==> src/rtl/mem_access_unit.sv <==
// MEM-stage data-memory controller: steers stores onto a req/ack RAM port, aligns and
// extends load data into MemDout, and stalls the pipeline while an access is outstanding.
module mem_access_unit #(
    parameter int TIMEOUT = 255
) (
    input  logic        clk,
    input  logic        reset,
    input  logic [1:0]  M,
    input  logic [1:0]  size,
    input  logic        load_unsigned,
    input  logic [31:0] ALU,
    input  logic [31:0] wdata,
    output logic [31:0] MemDout,
    output logic        stall,
    output logic        misalign,
    output logic        bus_err,
    output logic        mem_req,
    output logic        mem_we,
    output logic [31:0] mem_addr,
    output logic [3:0]  mem_be,
    output logic [31:0] mem_wdata,
    input  logic [31:0] mem_rdata,
    input  logic        mem_ack
);
    localparam logic [1:0] IDLE = 2'd0;
    localparam logic [1:0] BUSY = 2'd1;
    localparam logic [1:0] DONE = 2'd2;
    localparam int CW = (TIMEOUT > 2) ? $clog2(TIMEOUT) : 1;
    localparam logic [CW-1:0] LAST_CNT = CW'(TIMEOUT - 1);

    function automatic logic [3:0] lane_be(input logic [1:0] sz, input logic [1:0] off);
        logic [3:0] be;
        case (sz)
            2'b00:   be = 4'b0001 << off;
            2'b01:   be = 4'b0011 << off;
            default: be = 4'b1111;
        endcase
        return be;
    endfunction

    function automatic logic [31:0] lane_data(input logic [1:0] sz, input logic [31:0] d);
        logic [31:0] r;
        case (sz)
            2'b00:   r = {4{d[7:0]}};
            2'b01:   r = {2{d[15:0]}};
            default: r = d;
        endcase
        return r;
    endfunction

    function automatic logic [31:0] load_align(input logic [31:0] rd, input logic [1:0] sz,
                                               input logic [1:0] off, input logic uns);
        logic [7:0]  b;
        logic [15:0] h;
        logic [31:0] r;
        b = rd[{off, 3'b000} +: 8];
        h = off[1] ? rd[31:16] : rd[15:0];
        case (sz)
            2'b00:   r = uns ? {24'h000000, b} : {{24{b[7]}}, b};
            2'b01:   r = uns ? {16'h0000, h} : {{16{h[15]}}, h};
            default: r = rd;
        endcase
        return r;
    endfunction

    logic [1:0]    state_r;
    logic [CW-1:0] cnt_r;
    logic [1:0]    size_r;
    logic [1:0]    off_r;
    logic          uns_r;
    logic          rd_r;
    logic [31:0]   dout_r;
    logic          bus_err_r;
    logic          req_r;
    logic          we_r;
    logic [31:0]   addr_r;
    logic [3:0]    be_r;
    logic [31:0]   wdata_r;
    logic          access_s;
    logic          mis_s;
    logic          stall_s;
    logic          misalign_s;

    // Classify the EX/MEM request and derive the combinational stall/misalign flags.
    always_comb begin
        access_s   = (M != 2'b00);
        mis_s      = 1'b0;
        stall_s    = 1'b0;
        misalign_s = 1'b0;
        case (size)
            2'b00:   mis_s = 1'b0;
            2'b01:   mis_s = ALU[0];
            default: mis_s = (ALU[1:0] != 2'b00);
        endcase
        case (state_r)
            IDLE: begin
                stall_s    = access_s & ~mis_s;
                misalign_s = access_s & mis_s;
            end
            BUSY:    stall_s = 1'b1;
            default: stall_s = 1'b0;
        endcase
    end

    // Access FSM; all attributes are latched at IDLE so EX/MEM may change while BUSY.
    always_ff @(posedge clk or negedge reset) begin
        if (!reset) begin
            state_r   <= IDLE;
            cnt_r     <= '0;
            size_r    <= 2'b00;
            off_r     <= 2'b00;
            uns_r     <= 1'b0;
            rd_r      <= 1'b0;
            dout_r    <= 32'h0000_0000;
            bus_err_r <= 1'b0;
            req_r     <= 1'b0;
            we_r      <= 1'b0;
            addr_r    <= 32'h0000_0000;
            be_r      <= 4'b0000;
            wdata_r   <= 32'h0000_0000;
        end else begin
            bus_err_r <= 1'b0;
            case (state_r)
                IDLE: begin
                    if (access_s && mis_s) begin
                        dout_r <= 32'h0000_0000;
                    end else if (access_s) begin
                        size_r  <= size;
                        off_r   <= ALU[1:0];
                        uns_r   <= load_unsigned;
                        rd_r    <= (M == 2'b10);
                        addr_r  <= {ALU[31:2], 2'b00};
                        we_r    <= M[0];
                        be_r    <= lane_be(size, ALU[1:0]);
                        wdata_r <= lane_data(size, wdata);
                        req_r   <= 1'b1;
                        cnt_r   <= '0;
                        state_r <= BUSY;
                    end
                end
                BUSY: begin
                    if (mem_ack) begin
                        req_r   <= 1'b0;
                        we_r    <= 1'b0;
                        if (rd_r) begin
                            dout_r <= load_align(mem_rdata, size_r, off_r, uns_r);
                        end
                        state_r <= DONE;
                    end else if (cnt_r == LAST_CNT) begin
                        req_r     <= 1'b0;
                        we_r      <= 1'b0;
                        dout_r    <= 32'hFFFF_FFFF;
                        bus_err_r <= 1'b1;
                        state_r   <= DONE;
                    end else begin
                        cnt_r <= cnt_r + CW'(1);
                    end
                end
                DONE:    state_r <= IDLE;
                default: state_r <= IDLE;
            endcase
        end
    end

    assign stall     = reset & stall_s;
    assign misalign  = reset & misalign_s;
    assign MemDout   = dout_r;
    assign bus_err   = bus_err_r;
    assign mem_req   = req_r;
    assign mem_we    = we_r;
    assign mem_addr  = addr_r;
    assign mem_be    = be_r;
    assign mem_wdata = wdata_r;
endmodule

==> config.mk <==
export PLATFORM = sky130hd
export DESIGN_NAME = mem_access_unit
export DESIGN_NICKNAME = d
export VERILOG_FILES = /design/src/rtl/mem_access_unit.sv
export SDC_FILE = /design/constraint.sdc
export NUM_CORES = 1
export LEC_CHECK = 0
export CORE_ASPECT_RATIO = 0.7
export CORE_MARGIN = 2
export CORE_UTILIZATION = 41
export CTS_BUF_LIST = sky130_fd_sc_hd__clkbuf_4 sky130_fd_sc_hd__clkbuf_8 sky130_fd_sc_hd__clkbuf_16
export DETAILED_ROUTE_END_ITERATION = 10
export HOLD_SLACK_MARGIN = 0.05
export PLACE_DENSITY_LB_ADDON = 0.1
export SLEW_MARGIN = 20
export SYNTH_ARGS = -nofsm -noshare
export SYNTH_HDL_FRONTEND = slang
export SYNTH_SLANG_ARGS = --single-unit
==> constraint.sdc <==
create_clock -name clk -period 2 [get_ports clk]
set_input_delay 0.4 -clock clk [delete_from_list [all_inputs] [get_ports clk]]
set_output_delay 0.4 -clock clk [all_outputs]
set_load 0.03 [all_outputs]
==> run metrics, run 1 <==
status finished, violations left; failing checks setup timing; Vias per Instance between 5 and 6; Final Core Density 0.6620; Slowest Stage Delay on Critical Path about 400 ps; area grow syn2layout 59.03%; Seq/Total Area, Yosys 0.5102; cell area after layout 9125 sq um; DR pass1 iterations 5; share of layout cells above drive strength 1 0.1537; Post-synth EDFFs 0; placement-stage cell area 8268 sq um; Tot Pwr 13340 uW; Final Hold Fails 0; max-cap viol count 0; Die H approximately 100 um; Initial Utilization 0.4163; vias in the first global route 5329; # IOs 209; post-route ant nets 0; hold slack approximately 300 ps; Starting DRT DRC Count between 300 and 400; area of the die 14970 sq um; crit path DAT around 1700 ps; Pleak 0.004138 uW; CP Max Fanout 2; Final min period around 2100 ps; Die W ~150 um; CTS buffer count 17; Core Area 13780 sq um; routed via count between 5000 and 6000; H-tree depth 4; Least-Margin Pin Slew between 900 and 1000 ps; Rel. slew slack 0.3973; synth unique cells between 50 and 60; fin crit share 1.043; post-DP HPWL about 13 mm; gr usage total 0.2484; CTS tree yes; WS Path Type reg2out; Ys Warns 0; fin. max-slew vios 0; Setup Viol. Count Final 2; final WL 18.90 mm; gr ovfl total 0; initial antenna violation count 0; Worst VDD drop 0.8703 mV; ys flop type dfrtp_1; CP Data Required Time 1600 ps; crit end category output port; CTS clk-pin slew, worst paths around 50 ps; Setup WS post-layout -86.71 ps; Clock Sinks 117; Layout Nets around 950; largest net degree at the start of global routing 116; first-pass GRT wire length roughly 29 mm; unrepaired setup endpoints after global routing yes; slowest CP cell dfrtp_1; PwrDens ~1500 nW/um^2; Worst setup SP type flop; CP cell instances or2_4, nor4_4, nor2_2, nor3b_4, buf_12; IO Port Bufs 206; DR DRC count 0; root buf cell clkbuf_16; Routed wire per std cell between 15 and 20 um; syn avg cell area roughly 9.4 sq um; site row count 36; ANT cells 0; Gate Count Post-Synth between 600 and 700; GP Congestion about 0.84; FFs w/ async S/R, synth 1.000; achievable frequency between 400 and 500 MHz; #FFs+latches synth 117; clk_lat worst skew ~400 ps; Synth Cell Area between 5000 and 6000 sq um; Layout Skew 7.767 ps; maximum clock insertion buffer count 2; Worst Hold Class in2reg
-- metal layers --
metal	vias up	part of all wire	GRT usage
li1	2604	-	-
met2	205	0.44	0.3748
met3	17	0.077	0.06726
met1	2624	0.47	0.3564
met4	0	0.010	0.06787
met5	-	0	0
-- per-stage QoR --
step / setup slack (ps) / cells / setup TNS, ps
CTS: -234.1 / 1043 / -284.1
global route: -215.4 / 1049 / -338.8
detailed placement: -424.8 / 1006 / -35110
finish: -86.71 / 1049 / -159.3
floorplan: 5.713 / 611 / 0
global placement: -357.2 / 1006 / -28750
-- flip-flops by register name, summed over array words and instances (netlist names), 2 cells and up --
signal,flops
state_r,2
MemDout,32
size_r,2
mem_wdata,32
mem_be,4
mem_addr,30
off_r,2
cnt_r,8
-- what timing repair did --
item / in CTS / in global routing
cloned: 0 / 4
resized for setup: 9 / 22
hold buffers: 1 / 0
pin swaps: 4 / 8
endpoints found under the setup margin: 10 / 17
buffers inserted: 4 / 2
hold endpoints to repair: 2 / 0
-- critical path: cells and delay by family, from the launching register on --
family / cells / cell delay [ps]
flip-flops: 1 / 400
buffers and inverters: 1 / 140
AND/OR/NAND/NOR: 4 / 740
-- cell usage after synthesis (all sizes together) (2+ instances only) --
| cell type | count | area share |
|---|---|---|
| a21o | 2 | 0.0026 |
| a21oi | 17 | 0.015 |
| a221oi | 8 | 0.013 |
| a22o | 25 | 0.038 |
| a22oi | 2 | 0.0026 |
| a31oi | 2 | 0.0022 |
| and2 | 2 | 0.0022 |
| and3 | 2 | 0.0022 |
| buf | 26 | 0.029 |
| clkbuf | 19 | 0.012 |
| dfrtp | 117 | 0.51 |
| ha | 2 | 0.0044 |
| inv | 5 | 0.0033 |
| mux2 | 16 | 0.031 |
| mux2i | 25 | 0.044 |
| nand2 | 196 | 0.13 |
| nand3 | 7 | 0.0061 |
| nor2 | 16 | 0.010 |
| nor2b | 11 | 0.012 |
| nor3 | 6 | 0.0052 |
| nor3b | 3 | 0.0039 |
| nor4 | 3 | 0.0044 |
| o211a | 2 | 0.0035 |
| o211ai | 29 | 0.038 |
| o21ai | 37 | 0.032 |
| o2bb2ai | 7 | 0.011 |
| or2 | 3 | 0.0033 |
| xor2 | 3 | 0.0046 |
-- kinds of logic (layout without fill, tap and decap cells) --
logic type,Yosys count,in the layout,share of synthesized area
buffers and inverters,51,299,0.04535
AND/OR/NAND/NOR,255,255,0.1871
adder cells (fa/ha/maj),2,2,0.004360
multiplexers,41,41,0.07566
other,1,2,0.0006535
flip-flops,117,117,0.5102
XOR/XNOR,4,4,0.006107
AO/OA/AOI/OAI,139,139,0.1705
-- report_power, final --
group	switching, uW	internal, uW	leakage (uW)
combinational	3520	2630	0.00233
clock	1120	2290	0.000320
sequential	560	3220	0.00149
-- placed cells by master, fill, tap and decap left out, types with 5 or more instances in the layout --
master	netlist	final
nor3_1	6	5
clkdlybuf4s50_1	0	197
buf_12	0	9
mux2_2	16	16
mux2i_1	24	24
a221oi_1	7	7
o211ai_1	29	29
nor2_1	16	13
nor2b_1	11	10
dfrtp_1	117	117
o2bb2ai_1	7	7
buf_4	4	43
inv_1	5	5
o21ai_1	3	6
a21oi_1	17	17
nand2_1	196	195
nand3_1	7	6
bufinv_16	0	5
a22o_1	25	25
clkbuf_16	0	20
o21ai_0	34	29
-- area by class of cell --
| cell class | count | area (sq um) |
|---|---|---|
| sequential | 117 | 2928 |
| fill | 1082 | 4658 |
| timing repair buffer | 261 | 2639 |
| clock buffer | 20 | 460.4 |
| multi-input combinational | 443 | 2636 |
| inverter | 6 | 22.52 |
| clock inverter | 12 | 201.4 |
| tap | 190 | 237.7 |
-- final timing paths --
check / start / slack, ps / endpoint / depth (start not counted)
max in group asynchronous: reset / 810 / mem_wdata[6]$_DFFE_PN0P_ / 3
min reg2reg: mem_addr[8]$_DFFE_PN0P_ / 470 / mem_addr[8]$_DFFE_PN0P_ / 2
max reg2reg: state_r[1]$_DFFE_PN0P_ / 80 / cnt_r[2]$_DFFE_PN0P_ / 6
min in group asynchronous: reset / 390 / mem_req$_DFFE_PN0P_ / 2
min: ALU[1] / 290 / off_r[1]$_DFFE_PN0P_ / 3
max: state_r[1]$_DFFE_PN0P_ / -90 / stall / 5
Power figures use the tool's default switching activity.
==> run 2: changes to the inputs <==
--- a/config.mk
+++ b/config.mk
@@ -8,10 +8,11 @@
 export CORE_ASPECT_RATIO = 0.7
 export CORE_MARGIN = 2
 export CORE_UTILIZATION = 41
-export CTS_BUF_LIST = sky130_fd_sc_hd__clkbuf_4 sky130_fd_sc_hd__clkbuf_8 sky130_fd_sc_hd__clkbuf_16
+export CTS_BUF_LIST = sky130_fd_sc_hd__clkbuf_4 sky130_fd_sc_hd__clkbuf_8
 export DETAILED_ROUTE_END_ITERATION = 10
 export HOLD_SLACK_MARGIN = 0.05
 export PLACE_DENSITY_LB_ADDON = 0.1
+export REMOVE_ABC_BUFFERS = 1
 export SLEW_MARGIN = 20
 export SYNTH_ARGS = -nofsm -noshare
 export SYNTH_HDL_FRONTEND = slang
==> run 2 against run 1 <==
Net effect: the run still ends with setup timing left; clock skew increased by 5.7 ps; maximum frequency decreased by 1.4%; critical path type unchanged; hold slack got worse by 180 ps; largest power group unchanged; non-clock buffer count decreased by 4; total power decreased by 13%; worst setup slack got worse by 30 ps; sequential power decreased by 2%; clock-buffer cell count decreased by 3; via count decreased by 1.6%.
==> run metrics, run 2 (synthesized netlist as in run 1, its figures left out) <==
Routed wire per std cell between 15 and 20 um; WS Path Type reg2out; Setup Viol. Count Final 1; DR pass1 iterations 5; ANT cells 0; r2r worst-path depth 5; Worst Hold Class in2async; Layout Nets between 900 and 1000; DR DRC count 0; hold slack about 110 ps; Sw Ratio 0.4302; Worst VDD drop roughly 0.74 mV; site row count 36; final WL between 15 and 20 mm; P_int ~6600 uW; most common cell after layout, fill and taps aside clkdlybuf4s50_1; CP Max Fanout 3; crit path DAT roughly 1700 ps; Die H 103.0 um; GP Congestion 0.7852; CP Data Required Time 1600 ps; IO Port Bufs about 210; CP cell instances or2_4, nor4_4, nor2_2, nor3b_2, buf_4, buf_12; placed cell count just over 1000; fin crit share 1.058; unrepaired setup endpoints after global routing yes; CTS tree yes; clk_lat worst skew 430 ps; first-pass GRT wire length about 27 mm; Initial Utilization 0.4163; gr usage total 0.2310; Worst setup SP type flop; Rel. slew slack 0.3615; H-tree depth 4; Setup WS post-layout -116.8 ps; vias in the first global route approximately 5300; initial antenna violation count 0; worst slack, placed -245.6 ps; CTS clk-pin slew, worst paths about 70 ps; Clock Sinks about 120; post-DP HPWL roughly 12 mm; Least-Margin Pin Slew ~950 ps; crit end category output port; reg2reg end cnt_r[6]$_DFFE_PN0P_; Vias per Instance a little over 5; Layout Skew about 13 ps; largest net degree at the start of global routing between 100 and 150; CTS buffer count 17; routed via count approximately 5400; Clk pwr share 0.162; post-route ant nets 0; fin. max-slew vios 0; root buf cell clkbuf_8; Final min period around 2100 ps; reg2reg start state_r[1]$_DFFE_PN0P_; Seq pwr share 0.319; status finished, violations left; Slowest Stage Delay on Critical Path 400 ps; most frequent cells in the layout clkdlybuf4s50_1, nand2_1, dfrtp_1; slowest CP cell dfrtp_1; Logic pwr share 0.519; share of layout cells above drive strength 1 0.1427; # IOs around 210; Final Hold Fails 0; maximum clock insertion buffer count 2; achievable frequency roughly 470 MHz; r2r setup slk 70 ps; area grow syn2layout 51.05%; gr ovfl total 0; failing checks setup timing; Psw roughly 5000 uW; PwrDens roughly 1300 nW/um^2; area of the die about 15000 sq um; Pleak a little under 0.004 uW; Core Area about 14000 sq um; Final Instance Count excl. Fillers roughly 1000; Die W about 150 um; Starting DRT DRC Count between 200 and 300; max-cap viol count 0
run 2: cell count changes in the layout (fill, tap and decap cells not counted), sizes merged:
cell          change
inv               +2
clkbuf            -8
dlymetal6s2s      -2
clkinv            +3
clkinvlp          +3
buf               -1
bufinv            -5
dlygate4sd2       +4
run 2: final cells by class:
type                    instances  area, sq um
fillers                      1174         5116
flip-flops and latches        117         2928
multi-input cells             443         2611
repair buffers                257         2524
well taps                     190        237.7
clock buffers                  17        234.0
clock inverters                15        110.1
inverters                       6        22.52
run 2: what timing repair did:
action | CTS | global route
hold buffers | 1 | 0
resized for setup | 12 | 6
pin swaps | 3 | 0
hold endpoints to repair | 17 | 0
cloned | 0 | 0
buffers inserted | 2 | 1
setup endpoints to repair | 2 | 36
run 2: per-stage QoR:
step,TNS (ps),util,total power [uW],instance area (sq um)
final,-116.8,0.6288,11660,8667
after CTS,-184.8,0.6261,11730,8630
after global routing,-282.4,0.6288,12340,8667
after floorplan,-60800,-,6908,5504
after global placement,-11760,0.5985,9661,8249
after detailed placement,-17190,0.5985,9763,8249
run 2: worst max-delay path by stage:
| stage | startpoint | end | depth (start not counted) | slack [ps] |
|---|---|---|---|---|
| floorplan | state_r[0]$_DFFE_PN0P_ | stall | 4 | -2020 |
| global placement | ALU[0] | stall | 7 | -250 |
| detailed placement | ALU[0] | stall | 7 | -250 |
| CTS | state_r[1]$_DFFE_PN0P_ | stall | 6 | -180 |
| global route | state_r[0]$_DFFE_PN0P_ | stall | 6 | -260 |
| finish | state_r[1]$_DFFE_PN0P_ | stall | 6 | -120 |
run 2: per-layer routing:
metal | GRT usage | part of all wire | vias to the layer above
li1 | - | - | 2590
met1 | 0.3156 | 0.47 | 2613
met2 | 0.3660 | 0.46 | 148
met3 | 0.07522 | 0.072 | 11
met4 | 0.04676 | 0.0050 | 0
met5 | 0 | 0 | -
run 2: power by group through the flow:
| stage | combinational, uW | sequential [uW] | clock [uW] |
|---|---|---|---|
| 2_1_floorplan | 1540 | 5370 | 0 |
| 3_5_place_dp | 6020 | 3740 | 0 |
| 4_1_cts | 6070 | 3720 | 1950 |
| 3_3_place_gp | 5950 | 3710 | 0 |
| 5_1_grt | 6460 | 3820 | 2050 |
| 6_report | 6050 | 3720 | 1890 |
run 2: critical path, delay by kind of cell, from the launching register on:
kind | cells | cell delay [ps]
buffers and inverters | 2 | 250
flip-flops | 1 | 400
AND/OR/NAND/NOR | 4 | 670
